**src/rtl/rho_rotation_stage_pkg.sv**
```systemverilog
// Shared constants for the lane-rotation stage: geometry, FSM encodings and the
// per-lane rotation offsets R[i], indexed by bit i = 5*y + x.
package rho_rotation_stage_pkg;

   localparam int unsigned W     = 25;
   localparam int unsigned DEPTH = 64;
   localparam int unsigned CNT_W = 6;

   typedef logic [CNT_W-1:0] cnt_t;
   typedef logic [W-1:0]     slice_t;
   typedef logic [1:0]       state_t;

   localparam state_t ST_IDLE  = 2'd0;
   localparam state_t ST_FILL  = 2'd1;
   localparam state_t ST_DRAIN = 2'd2;

   localparam cnt_t R_OFFSET [W] = '{
      6'd0,  6'd1,  6'd62, 6'd28, 6'd27,
      6'd36, 6'd44, 6'd6,  6'd55, 6'd20,
      6'd3,  6'd10, 6'd43, 6'd25, 6'd39,
      6'd41, 6'd45, 6'd15, 6'd21, 6'd8,
      6'd18, 6'd2,  6'd61, 6'd56, 6'd14
   };

   // Source slice for lane bit i of output slice z; CNT_W-bit arithmetic wraps mod DEPTH.
   function automatic cnt_t src_slice(input cnt_t z, input int unsigned i);
      return z - R_OFFSET[i];
   endfunction

endpackage

```
**src/rtl/rho_rotation_stage_if.sv**
```systemverilog
// Streaming bus of the lane-rotation stage: start/status plus valid/ready
// input and output slice channels.
interface rho_rotation_stage_if;
   import rho_rotation_stage_pkg::*;

   logic   start;
   logic   in_valid;
   logic   in_ready;
   slice_t in_data;
   logic   out_valid;
   logic   out_ready;
   slice_t out_data;
   logic   busy;
   logic   done;

   modport master (
      output start, in_valid, in_data, out_ready,
      input  in_ready, out_valid, out_data, busy, done
   );

   modport slave (
      input  start, in_valid, in_data, out_ready,
      output in_ready, out_valid, out_data, busy, done
   );

endinterface

```
**src/rtl/rho_rotation_stage_slice_buffer.sv**
```systemverilog
// One full state of DEPTH slices; the whole array is exposed so every lane bit
// can pick its own rotated source slice in parallel.
module rho_rotation_stage_slice_buffer
   import rho_rotation_stage_pkg::*;
(
   input  logic                    clk,
   input  logic                    we_i,
   input  cnt_t                    waddr_i,
   input  slice_t                  wdata_i,
   output logic [DEPTH-1:0][W-1:0] mem_o
);

   logic [DEPTH-1:0][W-1:0] mem_q;

   // Contents are don't-care until fully written, so no reset on the array.
   always_ff @(posedge clk) begin
      if (we_i) begin
         mem_q[waddr_i] <= wdata_i;
      end
   end

   assign mem_o = mem_q;

endmodule

```
**src/rtl/rho_rotation_stage.sv**
```systemverilog
// Lane-rotation stage: buffers 64 slices, then re-emits them with each lane
// rotated along z by its fixed offset. FILL and DRAIN never overlap.
module rho_rotation_stage
   import rho_rotation_stage_pkg::*;
(
   input  logic                 clk,
   input  logic                 rst,
   rho_rotation_stage_if.slave  bus
);

   state_t state_q, state_d;
   cnt_t   wr_cnt_q, wr_cnt_d;
   cnt_t   rd_cnt_q, rd_cnt_d;
   logic   done_q, done_d;

   logic                    wr_en;
   logic                    rd_en;
   logic [DEPTH-1:0][W-1:0] mem;
   slice_t                  rot_data;

   rho_rotation_stage_slice_buffer u_buf (
      .clk     (clk),
      .we_i    (wr_en),
      .waddr_i (wr_cnt_q),
      .wdata_i (bus.in_data),
      .mem_o   (mem)
   );

   assign wr_en = (state_q == ST_FILL) && bus.in_valid;
   assign rd_en = (state_q == ST_DRAIN) && bus.out_ready;

   always_comb begin
      state_d  = state_q;
      wr_cnt_d = wr_cnt_q;
      rd_cnt_d = rd_cnt_q;
      done_d   = 1'b0;
      case (state_q)
         ST_IDLE: begin
            // done is raised as the FSM lands in IDLE; a start in that cycle is dropped.
            if (bus.start && !done_q) begin
               state_d = ST_FILL;
            end
         end
         ST_FILL: begin
            if (wr_en) begin
               wr_cnt_d = wr_cnt_q + 1'b1;
               if (wr_cnt_q == cnt_t'(DEPTH - 1)) begin
                  state_d = ST_DRAIN;
               end
            end
         end
         ST_DRAIN: begin
            if (rd_en) begin
               rd_cnt_d = rd_cnt_q + 1'b1;
               if (rd_cnt_q == cnt_t'(DEPTH - 1)) begin
                  state_d = ST_IDLE;
                  done_d  = 1'b1;
               end
            end
         end
         default: begin
            state_d = ST_IDLE;
         end
      endcase
   end

   always_ff @(posedge clk or negedge rst) begin
      if (!rst) begin
         state_q  <= ST_IDLE;
         wr_cnt_q <= '0;
         rd_cnt_q <= '0;
         done_q   <= 1'b0;
      end else begin
         state_q  <= state_d;
         wr_cnt_q <= wr_cnt_d;
         rd_cnt_q <= rd_cnt_d;
         done_q   <= done_d;
      end
   end

   always_comb begin
      rot_data = '0;
      for (int unsigned i = 0; i < W; i++) begin
         rot_data[i] = mem[src_slice(rd_cnt_q, i)][i];
      end
   end

   assign bus.in_ready  = (state_q == ST_FILL);
   assign bus.out_valid = (state_q == ST_DRAIN);
   assign bus.out_data  = (state_q == ST_DRAIN) ? rot_data : '0;
   assign bus.busy      = (state_q == ST_FILL) || (state_q == ST_DRAIN);
   assign bus.done      = done_q;

endmodule
```
**src/flat_wrapper.sv**
```systemverilog
// flat-port wrapper written by rule: the top's interface ports become plain ports
module rho_rotation_stage_flat import rho_rotation_stage_pkg::*;
  (clk, rst, bus_start, bus_in_valid, bus_in_data, bus_out_ready, bus_in_ready, bus_out_valid, bus_out_data, bus_busy, bus_done);
  rho_rotation_stage_if bus_i ();
  input  logic clk;
  input  logic rst;
  input wire logic [$bits(bus_i.start)-1:0] bus_start;
  input wire logic [$bits(bus_i.in_valid)-1:0] bus_in_valid;
  input wire logic [$bits(bus_i.in_data)-1:0] bus_in_data;
  input wire logic [$bits(bus_i.out_ready)-1:0] bus_out_ready;
  output wire logic [$bits(bus_i.in_ready)-1:0] bus_in_ready;
  output wire logic [$bits(bus_i.out_valid)-1:0] bus_out_valid;
  output wire logic [$bits(bus_i.out_data)-1:0] bus_out_data;
  output wire logic [$bits(bus_i.busy)-1:0] bus_busy;
  output wire logic [$bits(bus_i.done)-1:0] bus_done;
  assign bus_i.start = bus_start;
  assign bus_i.in_valid = bus_in_valid;
  assign bus_i.in_data = bus_in_data;
  assign bus_i.out_ready = bus_out_ready;
  assign bus_in_ready = bus_i.in_ready;
  assign bus_out_valid = bus_i.out_valid;
  assign bus_out_data = bus_i.out_data;
  assign bus_busy = bus_i.busy;
  assign bus_done = bus_i.done;
  rho_rotation_stage u_core (.clk(clk), .rst(rst), .bus(bus_i));
endmodule
```
**config.mk**
```make
export PLATFORM = sky130hd
export DESIGN_NAME = rho_rotation_stage_flat
export DESIGN_NICKNAME = d
export VERILOG_FILES = /design/src/rtl/rho_rotation_stage_pkg.sv /design/src/rtl/rho_rotation_stage_if.sv /design/src/rtl/rho_rotation_stage_slice_buffer.sv /design/src/rtl/rho_rotation_stage.sv /design/src/flat_wrapper.sv
export SDC_FILE = /design/constraint.sdc
export NUM_CORES = 2
export LEC_CHECK = 0
export BUFFER_PORTS_ARGS = -buffer_cell sky130_fd_sc_hd__buf_2
export CAP_MARGIN = 5
export CORE_MARGIN = 1.5
export CORE_UTILIZATION = 60
export CTS_CLUSTER_DIAMETER = 80
export DETAILED_ROUTE_END_ITERATION = 7
export PLACE_DENSITY = 0.74
export SLEW_MARGIN = 10
export SYNTH_ARGS = -nofsm -noshare
export SYNTH_HDL_FRONTEND = slang
export SYNTH_SLANG_ARGS = --single-unit
```
**constraint.sdc**
```tcl
create_clock -name clk -period 5.3 [get_ports clk]
set_input_delay 1.06 -clock clk [delete_from_list [all_inputs] [get_ports clk]]
set_output_delay 1.06 -clock clk [all_outputs]
set_load 0.005 [all_outputs]
```
==> key figures <==
Status
  • Status: completed

Setup path
  • Crit-path most repeated cell: buf_4
  • Startpoint Class: flip-flop
  • Worst Setup End Kind: primary output
  • Reg-to-reg setup timing slack: 1.71 ns
  • Crit path max fanout: 20
  • CP max stage delay: ~0.65 ns
  • R2R Path Start: u_core.state_q[1]$_DFFE_PN0P_
  • Reg2reg end: u_core.u_buf.mem_o[1215]$_DFFE_PP_
  • Critical path class: reg -> out
  • Slowest cell on the critical path: dfrtp_4
  • R2R depth: 6
  • Worst EP arrival: 4.21 ns
  • Worst endpoint required time: 4.24 ns
  • CP cell instances: inv_1 -> buf_4 -> ha_1 -> a21bo_2 -> xnor2_2 -> buf_4 -> mux4_2 -> nor3_1 -> a211oi_1 -> buf_2

Synthesis
  • Mux cell area share after synthesis: 16.8%
  • Synth top area share: 75.9%
  • Syn avg cell area: 22.5 um^2
  • Largest area contributor in the netlist: edfxtp_1
  • Post-synthesis net count: 2863
  • Asr flop ratio synth: 0.929%
  • Top_reg_cell synth: edfxtp_1
  • Area contributors post-synth: edfxtp_1 (76%), mux4_2 (16%), dfrtp_1 (0.59%)
  • Sequential element share of the synthesized area: 76.5%
  • Synth Area in Simple Gates: 2.00%
  • Synth Area in Compound Gates: 1.82%
  • Cells after synthesis: 2809
  • Cell variety after synth: 60
  • Post-Synth Adder-Cell Area: 0.475%
  • Largest family of logic cells by synthesized area: multiplexers
  • Yosys warns: 0
  • Number of synthesized flops with an enable pin: 1600
  • Number of synthesized register bits: about 1600
  • Synth Cell Area: 63300 um^2
  • Post-synthesis xor/xnor area fraction: 0.817%

Clocking
  • CTS H-tree lvls: 4
  • Maximum root-to-sink buffer count: 3
  • Number of buffers inserted during clock tree synthesis: 156
  • Clock Latency Late Sink: 0.76 ns
  • Clock Tree Root: clkbuf_16
  • TritonCTS clock tree: built
  • Reg clk slew, reported paths: 0.07 ns
  • Clk sink count: 1615

STA
  • Max Freq: roughly 0.19 GHz
  • RSZ-0062 raised after global routing: true
  • Final Hold Viols: 0
  • Worst Clk Skew: 0.0259 ns
  • Fin crit period: 5.27 ns
  • Final max-slew violation count: 0
  • Max_slew headroom: 7.94%
  • Slew @ Worst Pin: 1.38 ns
  • Post-route clock period utilization: 99.5%
  • Final setup margin: 0.0280 ns
  • Setup TNS: 0 ns
  • Final setup vio count: 0

Floorplan
  • Core Box Area: 104000 um^2
  • Initial Utilization: 60.8%
  • FP Rows: 118
  • Height of the die: about 330 um
  • Chip width: 328 um
  • I/O Pins: 59
  • Full die area: 107000 um^2

Power
  • VDD IR max: 300 uV
  • Total internal power: 20.6 mW
  • Pleak: 21.7 nW
  • Sw frac: 20.6%
  • Share of power burned in registers: 55.4%
  • Net load switching power: 5.33 mW
  • Comb power frac: 2.8%
  • Tot Pwr: 25.9 mW
  • Clock power frac: 41.7%
  • Power per Cell Area: 364 nW/um^2

Cells and area
  • Area of the multi-input gates: 14500 um^2
  • Fill count: around 6100
  • Area growth syn-to-layout: 12.6%
  • Layout cells sized above 1: 30.8%
  • Reg area: 48400 um^2
  • Final net count: 3061
  • Final Core Density: 68.4%

Routing
  • WL met1: 62.7 mm
  • Vias post-DR: 32400
  • Via-to-Cell Ratio: 7.18
  • Routed Antenna Nets: 0
  • Starting DRT DRC Count: 5630
  • DR WL met3: 21.7 mm
  • Detailed Route WL: 172 mm
  • DRC Markers: 0
  • Drt first pass iters: 7
  • Top sig layer: met5
  • Routed met2 length: slightly above 80 mm
  • WL/cell: 38.0 um

GRT
  • First-pass GRT wire length: around 240 mm
  • GRT Overall Usage: 32.4%
  • Largest net degree at the start of global routing: 112
  • Vias in the first global route: 32100
  • Gr ovfl total: 0
  • Initial antenna violation count: 4

Flow run
  • Max cap viols: 0

Place
  • HPWL Detailed: ~98 mm
  • Setup WS pre-CTS: 0.690 ns
  • Buffers on Ports: 58
  • Routability cong.: 0.894

Min path
  • Worst hold-check path type: in -> async
[sequential cells by signal (all words and copies together) (netlist names)]
register	count
u_core.u_buf.mem_o	1600
u_core.rd_cnt_q	6
u_core.wr_cnt_q	6
u_core.state_q	2
u_core.bus.done	1
[synth_stat cells (all sizes together) (11+ instances only)]
cell type	number
mux2	11
dfrtp	15
nor2	83
a221oi	11
a21oi	25
a31oi	17
nand2	88
xnor2	39
ha	24
and2	18
edfxtp	1600
mux4	451
nand3	13
mux2i	36
or2	11
nor2b	13
inv	33
o22ai	16
clkbuf	39
buf	107
o21ai	19
a211oi	32
xor2	20
[what timing repair did]
| action | in CTS | in global routing |
|---|---|---|
| cloned | 0 | 1 |
| pin swaps | 1 | 2 |
| setup buffers | 1 | 5 |
| endpoints found under the setup margin | 4 | 10 |
| hold buffers | 0 | 0 |
| resized for setup | 4 | 5 |
[critical path, delay by kind of cell (launching register included)]
family,cells,cell delay [ns]
buffers and inverters,4,1.01
adders and majority gates,1,0.30
AOI/OAI and AO/OA,2,0.87
xor gates and xnor gates,1,0.32
DFF,1,0.65
muxes,1,0.23
and+or+nand+nor,1,0.05
[stage by stage]
stage                     instance area, um^2  cells  hold WS (ns)
final                                   71200   4512         0.265
after global routing                    71200   4511         0.258
after CTS                               71100   4505         0.234
after detailed placement                66200   4222         0.641
after global placement                  66200   4222         0.575
after floorplan                         63300   2809         0.559
[power groups by stage]
| stage | logic, mW | clock network, mW | registers (mW) |
|---|---|---|---|
| 6_report | 0.736 | 10.8 | 14.4 |
| 2_1_floorplan | 0.297 | 0 | 14.6 |
| 4_1_cts | 0.724 | 10.9 | 14.3 |
| 5_1_grt | 0.767 | 11.3 | 14.4 |
| 3_3_place_gp | 0.683 | 0 | 14.6 |
| 3_5_place_dp | 0.722 | 0 | 14.6 |
[worst max path at each step]
| stage | to | slack (ns) | startpoint | cells past startpoint |
|---|---|---|---|---|
| final | bus_out_data[1] | 0.03 | u_core.rd_cnt_q[1]$_DFFE_PN0P_ | 10 |
| after global placement | bus_out_data[17] | 0.73 | u_core.rd_cnt_q[0]$_DFFE_PN0P_ | 9 |
| after floorplan | u_core.u_buf.mem_o[1000]$_DFFE_PP_ | 0.72 | bus_in_valid | 4 |
| after detailed placement | bus_out_data[12] | 0.69 | u_core.rd_cnt_q[2]$_DFFE_PN0P_ | 10 |
| after CTS | bus_out_data[7] | 0.01 | u_core.rd_cnt_q[1]$_DFFE_PN0P_ | 9 |
| after global routing | bus_out_data[17] | -0.005 | u_core.rd_cnt_q[0]$_DFFE_PN0P_ | 10 |
[metal layers]
| layer | vias to the layer above | global-route usage (%) |
|---|---|---|
| met5 | - | 0 |
| met4 | 6 | 11.6 |
| met1 | 17200 | 46.7 |
| met2 | 2601 | 49.5 |
| li1 | 12300 | - |
| met3 | 392 | 7.73 |
[cell usage in the layout (no fill, tap or decap), types with 5 or more instances in the layout]
cell type   netlist  routed
edfxtp_1       1600    1600
mux4_2          451     451
clkbuf_16         0     162
buf_4            22     105
nand2_1          88      88
nor2_4            0      62
buf_2            50      58
clkbuf_1         39      38
mux2i_1          36      36
xnor2_1          39      35
inv_1            33      32
a211oi_1         32      31
clkinv_1          1      30
clkinv_2          0      26
a21oi_1          25      25
nor2_1           83      21
ha_1             24      21
and2_1           18      18
xor2_1           20      18
buf_12            0      18
o21ai_0          18      17
a31oi_1          16      16
o22ai_1          16      16
nand3_1          13      13
nor2b_1          13      13
bufinv_16         0      12
or2_2            11      11
a221oi_1         11      11
mux2_2           11      11
dfrtp_1          15      11
nand4_1          10      10
a311oi_1          9       9
clkinvlp_4        0       9
nand3b_1          7       7
nand2b_1          7       7
inv_6             0       5
[final cells by class]
type | count | area share (%)
Sequential cell | 1615 | 68.0
Antenna cell | 1 | 0.00351
Multi-Input combinational cell | 1014 | 20.3
Timing Repair Buffer | 186 | 2.17
Tap cell | 1380 | 2.42
Clock inverter | 83 | 1.05
Inverter | 34 | 0.184
Clock buffer | 199 | 5.86
[logic make-up after synthesis]
logic type               count (synthesis)
flip-flops                            1615
buffers and inverters                  180
AND/OR/NAND/NOR                        269
AO/OA/AOI/OAI                          164
adder cells (fa/ha/maj)                 24
multiplexers                           498
XOR/XNOR                                59
No activity file was read; power rests on OpenSTA's default activity.
